--- config.mk ---
export PLATFORM = sky130hd
export DESIGN_NAME = instr_fetch
export DESIGN_NICKNAME = d
export VERILOG_FILES = /design/src/rtl/instr_fetch_pkg.sv /design/src/rtl/instr_fetch_buffer.sv /design/src/rtl/instr_fetch.sv
export SDC_FILE = /design/constraint.sdc
export NUM_CORES = 1
export LEC_CHECK = 0
export CAP_MARGIN = 10
export CORE_UTILIZATION = 40
export CTS_CLUSTER_DIAMETER = 100
export DETAILED_ROUTE_END_ITERATION = 8
export PLACE_DENSITY = 0.78
export SLEW_MARGIN = 20
export SYNTH_ARGS = -nofsm -noshare
export SYNTH_HDL_FRONTEND = slang
export SYNTH_SLANG_ARGS = --single-unit
--- constraint.sdc ---
create_clock -name clk_i -period 2.5 [get_ports clk_i]
set_clock_uncertainty 0.1 [all_clocks]
set_input_delay 0.25 -clock clk_i [delete_from_list [all_inputs] [get_ports clk_i]]
set_output_delay 0.25 -clock clk_i [all_outputs]
set_load 0.01 [all_outputs]
--- src/rtl/instr_fetch_pkg.sv ---
// Shared fetch definitions: FSM state encodings, default widths, reset address, address adder.
package instr_fetch_pkg;

    localparam int          ADDR_W_DEF = 16;
    localparam int          DATA_W_DEF = 16;
    localparam logic [15:0] RESET_ADDR = 16'h0000;

    typedef enum logic [1:0] {
        ST_IDLE  = 2'd0,
        ST_REQ   = 2'd1,
        ST_DRAIN = 2'd2,
        ST_HOLD  = 2'd3
    } fetch_state_e;

    // 16-bit adder; the carry out is dropped so addresses wrap modulo 2^16
    function automatic logic [15:0] add16(input logic [15:0] a, input logic [15:0] b);
        return a + b;
    endfunction

endpackage

--- src/rtl/instr_fetch_buffer.sv ---
// One-entry prefetch buffer (address, data, valid); invalidate wins over load.
module instr_fetch_buffer
    import instr_fetch_pkg::*;
#(
    parameter int ADDR_W = ADDR_W_DEF,
    parameter int DATA_W = DATA_W_DEF
) (
    input  logic              clk_i,
    input  logic              reset_i,
    input  logic              load_i,
    input  logic              inval_i,
    input  logic [ADDR_W-1:0] addr_i,
    input  logic [DATA_W-1:0] data_i,
    output logic [ADDR_W-1:0] addr_o,
    output logic [DATA_W-1:0] data_o,
    output logic              valid_o
);

    logic [ADDR_W-1:0] addr_q;
    logic [DATA_W-1:0] data_q;
    logic              valid_q;

    // Buffer entry register
    always_ff @(posedge clk_i) begin
        if (reset_i) begin
            addr_q  <= ADDR_W'(RESET_ADDR);
            data_q  <= {DATA_W{1'b0}};
            valid_q <= 1'b0;
        end else if (inval_i) begin
            valid_q <= 1'b0;
        end else if (load_i) begin
            addr_q  <= addr_i;
            data_q  <= data_i;
            valid_q <= 1'b1;
        end else begin
            valid_q <= valid_q;
        end
    end

    assign addr_o  = addr_q;
    assign data_o  = data_q;
    assign valid_o = valid_q;

endmodule

--- src/rtl/instr_fetch.sv ---
// Instruction fetch: PC handshake -> ROM req/ack -> decode valid/ready, with jump flush.
// Define FETCH_PREFETCH_EN to add a one-entry sequential prefetch buffer.
module instr_fetch
    import instr_fetch_pkg::*;
#(
    parameter int ADDR_W = ADDR_W_DEF,
    parameter int DATA_W = DATA_W_DEF
) (
    input  logic              clk_i,
    input  logic              reset_i,
    input  logic [ADDR_W-1:0] pc_i,
    input  logic              pc_valid_i,
    output logic              pc_ready_o,
    input  logic              flush_i,
    output logic              rom_req_o,
    output logic [ADDR_W-1:0] rom_addr_o,
    input  logic              rom_ack_i,
    input  logic [DATA_W-1:0] rom_data_i,
    output logic [DATA_W-1:0] instr_o,
    output logic [ADDR_W-1:0] instr_addr_o,
    output logic              instr_valid_o,
    input  logic              instr_ready_i
);

    fetch_state_e      state_q, state_d;
    logic              rom_req_q, rom_req_d;
    logic [ADDR_W-1:0] rom_addr_q, rom_addr_d;
    logic [DATA_W-1:0] instr_q, instr_d;
    logic [ADDR_W-1:0] instr_addr_q, instr_addr_d;
    logic              instr_valid_q, instr_valid_d;
    logic              pc_xfer_s;

`ifdef FETCH_PREFETCH_EN
    logic              pf_busy_q, pf_busy_d;
    logic              pend_q, pend_d;
    logic [ADDR_W-1:0] pend_addr_q, pend_addr_d;
    logic              buf_load_s, buf_inval_s, buf_valid_s, buf_hit_s;
    logic [ADDR_W-1:0] buf_addr_s;
    logic [DATA_W-1:0] buf_data_s;

    instr_fetch_buffer #(
        .ADDR_W (ADDR_W),
        .DATA_W (DATA_W)
    ) u_buffer (
        .clk_i   (clk_i),
        .reset_i (reset_i),
        .load_i  (buf_load_s),
        .inval_i (buf_inval_s),
        .addr_i  (rom_addr_q),
        .data_i  (rom_data_i),
        .addr_o  (buf_addr_s),
        .data_o  (buf_data_s),
        .valid_o (buf_valid_s)
    );

    assign buf_hit_s   = buf_valid_s && (buf_addr_s == pc_i);
    assign buf_inval_s = flush_i || pc_xfer_s;
`endif

    // A jump always blocks acceptance of a new pc in the same cycle
    assign pc_ready_o = !flush_i && ((state_q == ST_IDLE) || ((state_q == ST_HOLD) && instr_ready_i));
    assign pc_xfer_s  = pc_valid_i && pc_ready_o;

    // Next-state and registered-output logic
    always_comb begin
        state_d       = state_q;
        rom_req_d     = rom_req_q;
        rom_addr_d    = rom_addr_q;
        instr_d       = instr_q;
        instr_addr_d  = instr_addr_q;
        instr_valid_d = instr_valid_q;
`ifdef FETCH_PREFETCH_EN
        pf_busy_d     = pf_busy_q;
        pend_d        = pend_q;
        pend_addr_d   = pend_addr_q;
        buf_load_s    = 1'b0;
`endif
        case (state_q)
            ST_IDLE, ST_HOLD: begin
                if ((state_q == ST_HOLD) && (flush_i || instr_ready_i)) begin
                    state_d       = ST_IDLE;
                    instr_valid_d = 1'b0;
                end else begin
                    state_d = state_q;
                end
`ifdef FETCH_PREFETCH_EN
                // A prefetch completes, is forced to finish through DRAIN by a jump, or starts here
                if (pf_busy_q && rom_ack_i) begin
                    pf_busy_d  = 1'b0;
                    rom_req_d  = 1'b0;
                    buf_load_s = !buf_inval_s;
                end else if (pf_busy_q && flush_i) begin
                    pf_busy_d = 1'b0;
                    state_d   = ST_DRAIN;
                end else if ((state_q == ST_HOLD) && !flush_i && !pc_xfer_s && !rom_req_q && !buf_valid_s) begin
                    pf_busy_d  = 1'b1;
                    rom_req_d  = 1'b1;
                    rom_addr_d = ADDR_W'(add16(16'(instr_addr_q), 16'h0001));
                end else begin
                    pf_busy_d = pf_busy_q;
                end
`endif
                if (pc_xfer_s) begin
`ifdef FETCH_PREFETCH_EN
                    if (buf_hit_s) begin
                        state_d       = ST_HOLD;
                        instr_d       = buf_data_s;
                        instr_addr_d  = buf_addr_s;
                        instr_valid_d = 1'b1;
                    end else if (pf_busy_q && (pc_i == rom_addr_q)) begin
                        // The in-flight prefetch is the wanted address: adopt it as the demand read
                        pf_busy_d = 1'b0;
                        if (rom_ack_i) begin
                            state_d       = ST_HOLD;
                            instr_d       = rom_data_i;
                            instr_addr_d  = rom_addr_q;
                            instr_valid_d = 1'b1;
                        end else begin
                            state_d = ST_REQ;
                        end
                    end else if (pf_busy_q && !rom_ack_i) begin
                        pf_busy_d   = 1'b0;
                        state_d     = ST_DRAIN;
                        pend_d      = 1'b1;
                        pend_addr_d = pc_i;
                    end else begin
                        state_d    = ST_REQ;
                        rom_req_d  = 1'b1;
                        rom_addr_d = pc_i;
                    end
`else
                    state_d    = ST_REQ;
                    rom_req_d  = 1'b1;
                    rom_addr_d = pc_i;
`endif
                end else begin
                    instr_d = instr_q;
                end
            end
            ST_REQ: begin
                if (rom_ack_i) begin
                    rom_req_d = 1'b0;
                    if (flush_i) begin
                        state_d = ST_IDLE;
                    end else begin
                        state_d       = ST_HOLD;
                        instr_d       = rom_data_i;
                        instr_addr_d  = rom_addr_q;
                        instr_valid_d = 1'b1;
                    end
                end else if (flush_i) begin
                    state_d = ST_DRAIN;
                end else begin
                    state_d = ST_REQ;
                end
            end
            ST_DRAIN: begin
                if (rom_ack_i) begin
`ifdef FETCH_PREFETCH_EN
                    if (pend_q && !flush_i) begin
                        state_d    = ST_REQ;
                        rom_addr_d = pend_addr_q;
                    end else begin
                        state_d   = ST_IDLE;
                        rom_req_d = 1'b0;
                    end
                    pend_d = 1'b0;
`else
                    state_d   = ST_IDLE;
                    rom_req_d = 1'b0;
`endif
                end else begin
`ifdef FETCH_PREFETCH_EN
                    pend_d = pend_q && !flush_i;
`endif
                    state_d = ST_DRAIN;
                end
            end
            default: begin
                state_d       = ST_IDLE;
                rom_req_d     = 1'b0;
                instr_valid_d = 1'b0;
            end
        endcase
    end

    // FSM state register
    always_ff @(posedge clk_i) begin
        if (reset_i) begin
            state_q <= ST_IDLE;
        end else begin
            state_q <= state_d;
        end
    end

    // Registered ROM and decode-side outputs
    always_ff @(posedge clk_i) begin
        if (reset_i) begin
            rom_req_q     <= 1'b0;
            rom_addr_q    <= ADDR_W'(RESET_ADDR);
            instr_q       <= {DATA_W{1'b0}};
            instr_addr_q  <= ADDR_W'(RESET_ADDR);
            instr_valid_q <= 1'b0;
        end else begin
            rom_req_q     <= rom_req_d;
            rom_addr_q    <= rom_addr_d;
            instr_q       <= instr_d;
            instr_addr_q  <= instr_addr_d;
            instr_valid_q <= instr_valid_d;
        end
    end

`ifdef FETCH_PREFETCH_EN
    // Prefetch tracking and the address parked while a stale prefetch drains
    always_ff @(posedge clk_i) begin
        if (reset_i) begin
            pf_busy_q   <= 1'b0;
            pend_q      <= 1'b0;
            pend_addr_q <= ADDR_W'(RESET_ADDR);
        end else begin
            pf_busy_q   <= pf_busy_d;
            pend_q      <= pend_d;
            pend_addr_q <= pend_addr_d;
        end
    end
`endif

    assign rom_req_o     = rom_req_q;
    assign rom_addr_o    = rom_addr_q;
    assign instr_o       = instr_q;
    assign instr_addr_o  = instr_addr_q;
    assign instr_valid_o = instr_valid_q;

endmodule

# Word level (Yosys, flattened, before mapping)
# Cells that the tools add are included.
[totals] reg_bits=52 in_bits=38 output_inout_bits=51
[classes] n_eq_ne=9 muxes=14 bitwise_logic=1 reduce_logical=15
[op_table] operator="$mux W2" n=6
[op_table] operator="$ne A2 B2 Y1 const B" n=4
[op_table] operator="$pmux W2 S3" n=1
[op_table] operator="$mux W1" n=5
[op_table] operator="$eq A2 B2 Y1 const B" n=2
[op_table] operator="$logic_and A1 B1 Y1" n=4
[op_table] operator="$pmux W1 S2" n=2
[op_table] operator="$reduce_and A2 Y1" n=2
[op_table] operator="$reduce_and A4 Y1" n=1
[op_table] operator="$reduce_or A2 Y1" n=2
[op_table] operator="$ne A3 B3 Y1 const B" n=1
[op_table] operator="$reduce_and A3 Y1" n=1
[op_table] operator="$eq A2 B1 Y1 const B" n=1
[op_table] operator="$logic_not A2 Y1" n=1
[op_table] operator="$logic_or A1 B1 Y1" n=2
[op_table] operator="$ne A2 B1 Y1 const B" n=1
[op_table] operator="$reduce_bool A2 Y1" n=1
[op_table] operator="$logic_not A1 Y1" n=1
[op_table] operator="$not A1 Y1" n=1

# Depth between registers and ports, before layout
# Gate-level depths: netlist of run 1.
[depth] word_depth=7 mapped_depth=7 depth_no_buf=5

# Least setup slack after synthesis of run 1
# OpenSTA, ideal clock, no wires.
[synth_path] path_type="register to register" startpoint="reg state_q[0]" endpoint="reg rom_addr_q[10] (netlist: rom_addr_o[10])" arrival_ns=1.552 required_time_ns=2.268 setup_slack_ns=0.716 path_stages_with_launch=8 path_buffers=2 period_less_slack_ns=1.784 path_cell_list="dfxtp_1 -> inv_1 -> ha_1 -> buf_6 -> or3b_4 -> buf_6 -> o21ai_2 -> a21oi_1"
[synth_between] elab_chain_cells=6 word_cells_on_any_way=8 classes_between="1 x eq/ne; 7 x reduce/logical"
[synth_lines] element="start, declared" line_no="instr_fetch.sv:25" source="fetch_state_e state_q, state_d;"
[synth_lines] element="start signal, assigned" line_no="instr_fetch.sv:192" source="state_q <= state_d;"
[synth_lines] element="$eq A2 B2 Y1" line_no="instr_fetch.sv:61, instr_fetch.sv:78"
[synth_lines] element="$logic_and A1 B1 Y1" line_no="instr_fetch.sv:61" source="assign pc_ready_o = !flush_i && ((state_q == ST_IDLE) || ((state_q == ST_HOLD) && instr_ready_i));"
[synth_lines] element="$logic_or A1 B1 Y1" line_no="instr_fetch.sv:61"
[synth_lines] element="$logic_and A1 B1 Y1" line_no="instr_fetch.sv:61"
[synth_lines] element="$logic_and A1 B1 Y1" line_no="instr_fetch.sv:62" source="assign pc_xfer_s = pc_valid_i && pc_ready_o;"
[synth_lines] element="$reduce_and A2 Y1 (no source line) *"
[synth_lines] element="end signal, assigned" line_no="instr_fetch.sv:200" source="rom_addr_q <= ADDR_W'(RESET_ADDR);"
[synth_lines] element="end signal, assigned" line_no="instr_fetch.sv:206" source="rom_addr_q <= rom_addr_d;"
[synth_lines] element="end, declared" line_no="instr_fetch.sv:27" source="logic [ADDR_W-1:0] rom_addr_q, rom_addr_d;"
# Mark *: on every way between the ends. The rest lies on a longest branch, timed or not.
# A chain may end at the register's enable or synchronous reset.

# Worst setup path after layout of run 1
[layout_path] startpoint="reg state_q[0]" endpoint="out pc_ready_o"
[layout_between] elab_chain_cells=4 word_cells_on_any_way=5 classes_between="1 x eq/ne; 4 x reduce/logical"
[layout_lines] element="$eq A2 B2 Y1" line_no="instr_fetch.sv:61"
[layout_lines] element="$logic_and A1 B1 Y1" line_no="instr_fetch.sv:61"
[layout_lines] element="$logic_or A1 B1 Y1 *" line_no="instr_fetch.sv:61"
[layout_lines] element="$logic_and A1 B1 Y1 *" line_no="instr_fetch.sv:61"
[layout_lines] element="end, declared" line_no="instr_fetch.sv:13" source="output logic pc_ready_o,"
# Marks and branches as above.

==> results_dict.tcl, run 1 <==
set metrics [dict create \
    endpoint_kind "output port" \
    fp.dieH_um 75.03 \
    setup_tns_ns 0 \
    async_reset_ff_share_pct 0 \
    die_w_um 75.03 \
    synth.area.mux_share_pct 0 \
    seqPwrFrac_pct 50.0 \
    dp_hpwl_um 3791 \
    synth_compound_area_share_pct 20.70 \
    portBuffers 88 \
    ios 89 \
    rsz0062_at_grt "no" \
    worstSetupPathType "register to output port" \
    dr_total_vias 1994 \
    hold_viol 0 \
    cts_buffers 5 \
    place.gp.congestion 0.9009 \
    synth_top_family_by_area "compound AO/OA/AOI/OAI gates" \
    ctsResizeCount 0 \
    ant_nets 0 \
    synth.avg_cell_area_um2 8.465 \
    multi_input_area_um2 940.9 \
    synth-simple-area-share_pct 19.88 \
    diodes 0 \
    cts.hold.buffers_added 0 \
    cts_setup_buffers 0 \
    cts_tree "done" \
    synth_ff_type "dfxtp_1" \
    htreeDepth 2 \
    reg2reg_slack_ns 0.48 \
    status "completed" \
    clk_pin_slew_ns 0.08 \
    wirelength_um 5462 \
    num-fill-cells 488 \
    cp.arrival_ns 1.73 \
    viasPerCell 4.936 \
    critPathMaxStageDelay_ns 0.48 \
    setup_viol 0 \
    wl_per_cell_um 13.52 \
    maxCapViolCount 0 \
    placed_cells 397 \
    final_util_pct 60.88 \
    yosysSeqAreaShare_pct 48.80 \
    grt_first_pass_wirelength_um 8590 \
    finalNonFillerCells 404 \
    area_delta_synth_final_pct 45.75 \
    drt_iter0_drc 97 \
    drcViolationCount 0 \
    regArea_um2 1041 \
    antenna_found_initial 0 \
    mostFrequentLayoutCells "clkdlybuf4s50_1 (87), nand2_1 (68), a21oi_1 (52), dfxtp_1 (52), nand3_1 (16)" \
    path_buf_inv 2 \
    synthAdderAreaFrac_pct 3.519 \
    grt_max_degree 37 \
    final_common_cell "clkdlybuf4s50_1" \
    synthCells 252 \
    ys_types 26 \
    min_period_ns 2.081 \
    cts_sinks 52 \
    synth_nets 296 \
    grt_usage_pct 20.46 \
    die_area_um2 5630 \
    layout-drive-gt1-share_pct 8.383 \
    slew_violations 0 \
    clockPowerShare_pct 26.7 \
    critPathMaxFanout 4 \
    syn-cell-area_um2 2133 \
    num_rows 26 \
    max-slew-margin-rel_pct 57.19 \
    start_kind "register" \
    ys_seq_elements 52 \
    insertion_delay_ns 0.30 \
    period_share_pct 83.25 \
    p_leak_nw 1.048 \
    hold_class "register to register" \
    required_ns 2.15 \
    crit_family "buffers and inverters" \
    p_comb_share_pct 23.3 \
    crit_chain "inv_1 > ha_1 > a21oi_4 > nor2_1 > clkdlybuf4s50_1" \
    powerDensity_nw_per_um2 578.6 \
    core_um2 5107 \
    grt_pass1_vias 1825 \
    yosys_warnings 0 \
    dr.pass1.iters 4 \
    critPathSlowestCell "clkdlybuf4s50_1" \
    cts_buffer_depth 2 \
    grt-ovfl-total 0 \
    power_switching_mw 0.5120 \
    tightestPinTransition_ns 0.6422 \
    fin_nets 378 \
    synth_edf_count 0 \
    p_int_mw 1.287 \
    switching_share_pct 28.46 \
    max_freq_mhz 480.5 \
    synth_xor_area_share_pct 0 \
    start_util_pct 41.77 \
    ir_drop_v 0.0002813 \
    cts-root-buf "clkbuf_8" \
]
-- state kept, by name (all words and copies together) (netlist names) --
name	count
instr_o	16
instr_addr_o	16
rom_req_o	1
state_q	2
rom_addr_o	16
instr_valid_o	1
-- power by group through the flow --
| stage | clock, mW | combinational, mW | sequential (mW) |
|---|---|---|---|
| finish | 0.480 | 0.418 | 0.900 |
| global route | 0.519 | 0.459 | 0.906 |
| CTS | 0.490 | 0.419 | 0.901 |
| detailed placement | 0 | 0.417 | 0.919 |
| global placement | 0 | 0.411 | 0.918 |
| floorplan | 0 | 0.239 | 0.931 |
-- routing by layer --
layer / up-vias / GRT usage (%) / routed length (um)
li1: 1008 / - / -
met3: 4 / 6.426 / 466
met1: 906 / 25.40 / 2411
met2: 76 / 33.63 / 2545
met5: - / 0 / 0
met4: 0 / 7.128 / 39
-- path summary, 6_finish.rpt --
path,depth (start not counted),end,startpoint
worst min register to register,2,instr_o[1]$_SDFFE_PP0P_,instr_o[1]$_SDFFE_PP0P_
worst max-delay path,5,pc_ready_o,state_q[0]$_SDFFE_PP0P_
worst max register to register,5,rom_addr_o[14]$_SDFFE_PP0P_,state_q[0]$_SDFFE_PP0P_
worst min-delay path,2,instr_o[1]$_SDFFE_PP0P_,instr_o[1]$_SDFFE_PP0P_
-- cells by family after synthesis --
family,count (synthesis)
AND/OR/NAND/NOR,95
flip-flops,52
adder cells (fa/ha/maj),6
buffers and inverters,23
AO/OA/AOI/OAI,76
-- Yosys cell counts (2+ instances only) --
cell	count	area, um2
a21oi_1	52	260.3
and2_1	2	12.51
buf_2	4	20.02
buf_6	4	45.04
clkbuf_1	7	26.28
clkbuf_8	3	41.29
dfxtp_1	52	1041
ha_1	6	75.07
inv_1	4	15.01
nand2_1	68	255.2
nand3_1	16	80.08
nand3b_1	2	15.01
nand4b_1	2	17.52
nor2_1	2	7.510
o21ai_0	8	40.04
o21ai_2	10	87.58
-- stage by stage --
| step | total power [mW] | instance area [um2] | hold WS [ns] | worst slack [ns] |
|---|---|---|---|---|
| global placement | 1.330 | 3018 | 0.3415 | 0.4736 |
| floorplan | 1.170 | 2133 | 0.2833 | 0.7157 |
| finish | 1.799 | 3109 | 0.3564 | 0.4187 |
| global route | 1.884 | 3109 | 0.3825 | 0.3045 |
| detailed placement | 1.336 | 3018 | 0.3467 | 0.3992 |
| CTS | 1.809 | 3109 | 0.3589 | 0.4133 |
-- worst min-delay path: stages, from the launching register on --
cell     delay, ns
dfxtp_1       0.32
nand2_1       0.05
a21oi_1       0.05
-- layout make-up --
cell class / instances / share of cell area, %
clock buffer: 6 / 2.656
clock inverter: 1 / 0.2817
inverter: 4 / 0.4829
multi-input combinational: 177 / 30.26
sequential: 52 / 33.48
tap: 70 / 2.817
timing repair buffer: 94 / 30.02
Power figures use the tool's default switching activity.
==> run 2: changes to the inputs <==
CORE_UTILIZATION = 38   (was 40)
PLACE_DENSITY = 0.77   (was 0.78)
clock period = 1.9 ns   (was 2.5 ns; I/O delays follow)
==> run 2 against run 1 <==
Net effect:
- total power is 35% higher
- global-route usage shrank 1.8 points
- clock-buffer cell count stayed put
- critical path depth did not move
- register-to-register slack worse by 0.34 ns
- wire length about the same
- critical path type is now register to register
==> results_dict.tcl, run 2 (same netlist as run 1, synthesis figures left out) <==
set metrics [dict create \
    status "completed" \
    cts_buffer_depth 2 \
    p_comb_share_pct 23.7 \
    final_util_pct 60.07 \
    cp.arrival_ns 1.82 \
    crit_chain "inv_1 > ha_2 > or3b_4 > o21ai_0 > a21oi_1" \
    regArea_um2 1044 \
    required_ns 1.97 \
    wirelength_um 5466 \
    mostFrequentLayoutCells "clkdlybuf4s50_1 (86), nand2_1 (68), a21oi_1 (52)" \
    hold_class "input pin to register" \
    fp.dieH_um 76.93 \
    fin_nets 381 \
    start_kind "register" \
    met2WireLength_um 2290 \
    clk_pin_slew_ns 0.09 \
    setup_tns_ns 0 \
    antenna_found_initial 0 \
    grt_pass1_vias 1851 \
    holdWs_ns 0.3278 \
    worst_slack_ns 0.1425 \
    grt_first_pass_wirelength_um 8763 \
    dp_hpwl_um 3781 \
    num_rows 26 \
    switching_share_pct 28.87 \
    dr.max_layer_used "met4" \
    seqPwrFrac_pct 49.1 \
    core_um2 5270 \
    post-place-ws_ns 0.08679 \
    dr_total_vias 2013 \
    powerDensity_nw_per_um2 765.6 \
    ant_nets 0 \
    critPathSlowestCell "or3b_4" \
    grt-ovfl-total 0 \
    wl_met3_um 448 \
    p_int_mw 1.724 \
    portBuffers 88 \
    max_freq_mhz 569.0 \
    insertion_delay_ns 0.30 \
    dr.pass1.iters 6 \
    start_util_pct 40.48 \
    tightestPinTransition_ns 0.7359 \
    endpoint_kind "register" \
    drt_iter0_drc 99 \
    place.gp.congestion 0.9765 \
    drcViolationCount 0 \
    power_switching_mw 0.6996 \
    cts_buffers 5 \
    critPathMaxStageDelay_ns 0.51 \
    p_leak_nw 1.074 \
    maxCapViolCount 0 \
    cts_sinks 52 \
    hold_viol 0 \
    critPathMaxFanout 16 \
    htreeDepth 2 \
    wl_per_cell_um 13.40 \
    multi_input_area_um2 943.4 \
    ios 89 \
    setup_viol 0 \
    cts.hold.buffers_added 0 \
    max-slew-margin-rel_pct 50.94 \
    cts_tree "done" \
    final_common_cell "clkdlybuf4s50_1" \
    period_share_pct 92.50 \
    cts-root-buf "clkbuf_8" \
    ir_drop_v 0.0003211 \
    area_delta_synth_final_pct 48.39 \
    clockPowerShare_pct 27.2 \
    min_period_ns 1.757 \
    rsz0062_at_grt "no" \
    die_w_um 76.93 \
    grt_usage_pct 18.66 \
    num-fill-cells 480 \
    grt_max_degree 42 \
    worstSetupPathType "register to register" \
    viasPerCell 4.934 \
    die_area_um2 5917 \
    wl_met1_um 2591 \
    slew_violations 0 \
    layout-drive-gt1-share_pct 10.36 \
    diodes 0 \
]
[run 2: cell types whose count changed in the layout (fill, tap and decap cells not counted), sizes merged]
cell / delta
inv: +1
buf: +3
dlygate4sd2: +1
clkdlybuf4s50: -1
[run 2: final cells by class]
class	instances	area share (%)
multi-input combinational	177	29.80
tap	70	2.767
sequential	52	32.96
clock buffer	6	2.609
timing repair buffer	97	30.95
clock inverter	2	0.4348
inverter	4	0.4743
[run 2: worst paths after layout]
path              cells past startpoint                    startpoint                            to  slack (ns)
setup / recovery                      5       state_q[0]$_SDFFE_PP0P_    rom_addr_o[3]$_SDFFE_PP0P_        0.14
hold / removal                        3                 rom_data_i[2]       instr_o[2]$_SDFFE_PP0P_        0.33
setup reg to reg                      5       state_q[0]$_SDFFE_PP0P_    rom_addr_o[3]$_SDFFE_PP0P_        0.14
hold reg to reg                       2  instr_addr_o[1]$_SDFFE_PP0P_  instr_addr_o[1]$_SDFFE_PP0P_        0.36
[run 2: timing repair]
| action | CTS | global route |
|---|---|---|
| gates resized for setup | 4 | 0 |
| setup buffers | 0 | 0 |
| setup endpoints to repair | 1 | 0 |
| hold endpoints to repair | 0 | 0 |
[run 2: per-layer routing]
layer,global-route usage (%),vias to the layer above
met5,0,-
met1,24.00,897
li1,-,1020
met3,5.595,13
met2,28.75,83
met4,8.077,0
[run 2: critical path: cells and delay by family (launching register included)]
kind / cells / cell delay (ns)
buf+inv: 1 / 0.07
compound gates: 2 / 0.28
simple gates: 1 / 0.51
flops: 1 / 0.37
fa+ha+maj: 1 / 0.29
[run 2: stage by stage]
step / total power [mW] / instance area (um2) / std cells
final: 2.424 / 3166 / 408
after global routing: 2.548 / 3166 / 408
after CTS: 2.453 / 3166 / 408
after detailed placement: 1.785 / 3065 / 400
after global placement: 1.780 / 3065 / 400
after floorplan: 1.540 / 2133 / 252
[run 2: power by group through the flow]
stage	clock, mW	combinational (mW)	sequential (mW)
finish	0.660	0.575	1.19
CTS	0.689	0.575	1.19
floorplan	0	0.314	1.23
global route	0.730	0.621	1.20
detailed placement	0	0.573	1.21
global placement	0	0.569	1.21
==> run 3: changes to the inputs <==
MAX_ROUTING_LAYER = met4   (was not set)
==> run 3 against run 2 <==
Net effect:
- first-iteration DRC count grew 7.1%
- register-to-register slack better by 0.02 ns
- critical path type unchanged
- largest power group unchanged
- sequential power barely moved
==> results_dict.tcl, run 3 (same netlist as run 1, synthesis figures left out) <==
set metrics [dict create \
    start_util_pct 40.48 \
    rr_worst_depth 5 \
    cts-root-buf "clkbuf_8" \
    cts_buffers 5 \
    final_util_pct 59.85 \
    core_um2 5270 \
    switching_share_pct 29.45 \
    dr.pass1.iters 4 \
    antenna_found_initial 0 \
    clk_pin_slew_ns 0.09 \
    fp.dieH_um 76.93 \
    hold_class "input pin to register" \
    num_rows 26 \
    place.gp.congestion 0.9059 \
    grt_pass1_vias 1823 \
    wl_per_cell_um 13.27 \
    grt_usage_pct 19.28 \
    area_delta_synth_final_pct 47.86 \
    top_usage_layer "met2" \
    seqPwrFrac_pct 49.8 \
    htreeDepth 2 \
    portBuffers 88 \
    hold_viol 0 \
    start_kind "register" \
    layout-drive-gt1-share_pct 10.39 \
    setup_tns_ns 0 \
    clockPowerShare_pct 26.5 \
    ant_nets 0 \
    reg2reg_slack_ns 0.17 \
    p_comb_share_pct 23.7 \
    diodes 0 \
    required_ns 1.99 \
    slew_violations 0 \
    powerDensity_nw_per_um2 756.7 \
    cts_sinks 52 \
    critPathMaxFanout 16 \
    rr_endpoint "rom_addr_o[14]$_SDFFE_PP0P_" \
    p_leak_nw 1.061 \
    hold_depth 2 \
    max-slew-margin-rel_pct 69.15 \
    grt_first_pass_wirelength_um 8838 \
    drcViolationCount 0 \
    status "completed" \
    cp.arrival_ns 1.83 \
    die_w_um 76.93 \
    die_area_um2 5917 \
    min_period_ns 1.735 \
    dp_hpwl_um 3710 \
    cts_tree "done" \
    viasPerCell 4.899 \
    cts_buffer_depth 2 \
    rsz0062_at_grt "no" \
    wirelength_um 5402 \
    power_switching_mw 0.7029 \
    drt_iter0_drc 106 \
    grt_max_degree 33 \
    mostFrequentLayoutCells "clkdlybuf4s50_1 (86), nand2_1 (68), a21oi_1 (52)" \
    use_met2_pct 30.54 \
    worstSetupPathType "register to register" \
    maxCapViolCount 0 \
    fin_nets 380 \
    dr_total_vias 1994 \
    num-fill-cells 493 \
    grt-ovfl-total 0 \
    period_share_pct 91.31 \
    ir_drop_v 0.0003648 \
    max_freq_mhz 576.4 \
    met1_usage_pct 24.56 \
    final_common_cell "clkdlybuf4s50_1" \
    p_int_mw 1.684 \
    setup_viol 0 \
    insertion_delay_ns 0.30 \
    r2r-start "state_q[0]$_SDFFE_PP0P_" \
    hold_path_startpoint "reset_i" \
    met3_usage_pct 4.643 \
    endpoint_kind "register" \
    ios 89 \
    worstHoldEndpoint "rom_req_o$_SDFFE_PP0P_" \
    tightestPinTransition_ns 0.4579 \
]
run 3: through the flow:
stage	cells	setup WS (ns)	total power, mW	hold slack, ns	area (um2)
after floorplan	252	0.1157	1.540	0.2233	2133
after CTS	407	0.1641	2.425	0.2086	3154
after global routing	407	0.05119	2.530	0.2208	3154
final	407	0.1651	2.387	0.2112	3154
after global placement	399	0.1252	1.779	0.3412	3058
after detailed placement	399	0.1041	1.780	0.3461	3058
run 3: worst max path at each step:
stage | slack (ns) | start | end | depth (start not counted)
2_1_floorplan | 0.12 | state_q[0]$_SDFFE_PP0P_ | rom_addr_o[10]$_SDFFE_PP0P_ | 7
3_3_place_gp | 0.13 | instr_ready_i | pc_ready_o | 4
3_5_place_dp | 0.10 | state_q[0]$_SDFFE_PP0P_ | state_q[0]$_SDFFE_PP0P_ | 7
4_1_cts | 0.16 | state_q[0]$_SDFFE_PP0P_ | state_q[0]$_SDFFE_PP0P_ | 7
5_1_grt | 0.05 | state_q[0]$_SDFFE_PP0P_ | state_q[0]$_SDFFE_PP0P_ | 7
6_report | 0.17 | state_q[0]$_SDFFE_PP0P_ | rom_addr_o[14]$_SDFFE_PP0P_ | 5
run 3: cell type report:
cell class                      instances  area (um2)  share of cell area, %
Clock buffer                            5       68.82                  2.182
Tap cell                               70       87.58                  2.777
Multi-Input combinational cell        177       945.9                  29.99
Timing Repair Buffer                   96       972.2                  30.82
Sequential cell                        52        1044                  33.08
Inverter                                4       15.01                 0.4760
Clock inverter                          3       21.27                 0.6743
run 3: power by group through the flow:
| stage | registers, mW | logic, mW | clock network [mW] |
|---|---|---|---|
| floorplan | 1.23 | 0.314 | 0 |
| global placement | 1.21 | 0.567 | 0 |
| detailed placement | 1.21 | 0.569 | 0 |
| CTS | 1.19 | 0.571 | 0.665 |
| global route | 1.20 | 0.620 | 0.713 |
| finish | 1.19 | 0.566 | 0.632 |
run 3: per-layer routing:
| metal | wire length (um) | vias up |
|---|---|---|
| met5 | 0 | - |
| met4 | 65 | 0 |
| met3 | 362 | 6 |
| met2 | 2453 | 76 |
| met1 | 2521 | 894 |
| li1 | - | 1018 |
run 3: worst max-delay path, stage by stage, from the launching register on:
cell	delay [ns]
dfxtp_2	0.38
inv_1	0.07
ha_2	0.29
or3b_4	0.51
o21ai_0	0.19
a21oi_1	0.08
run 3: timing repair:
action	4_1_cts	5_1_grt
setup buffers	0	0
resized for setup	5	0
endpoints found under the hold margin	0	0
setup endpoints to repair	1	0
hold buffers	0	0
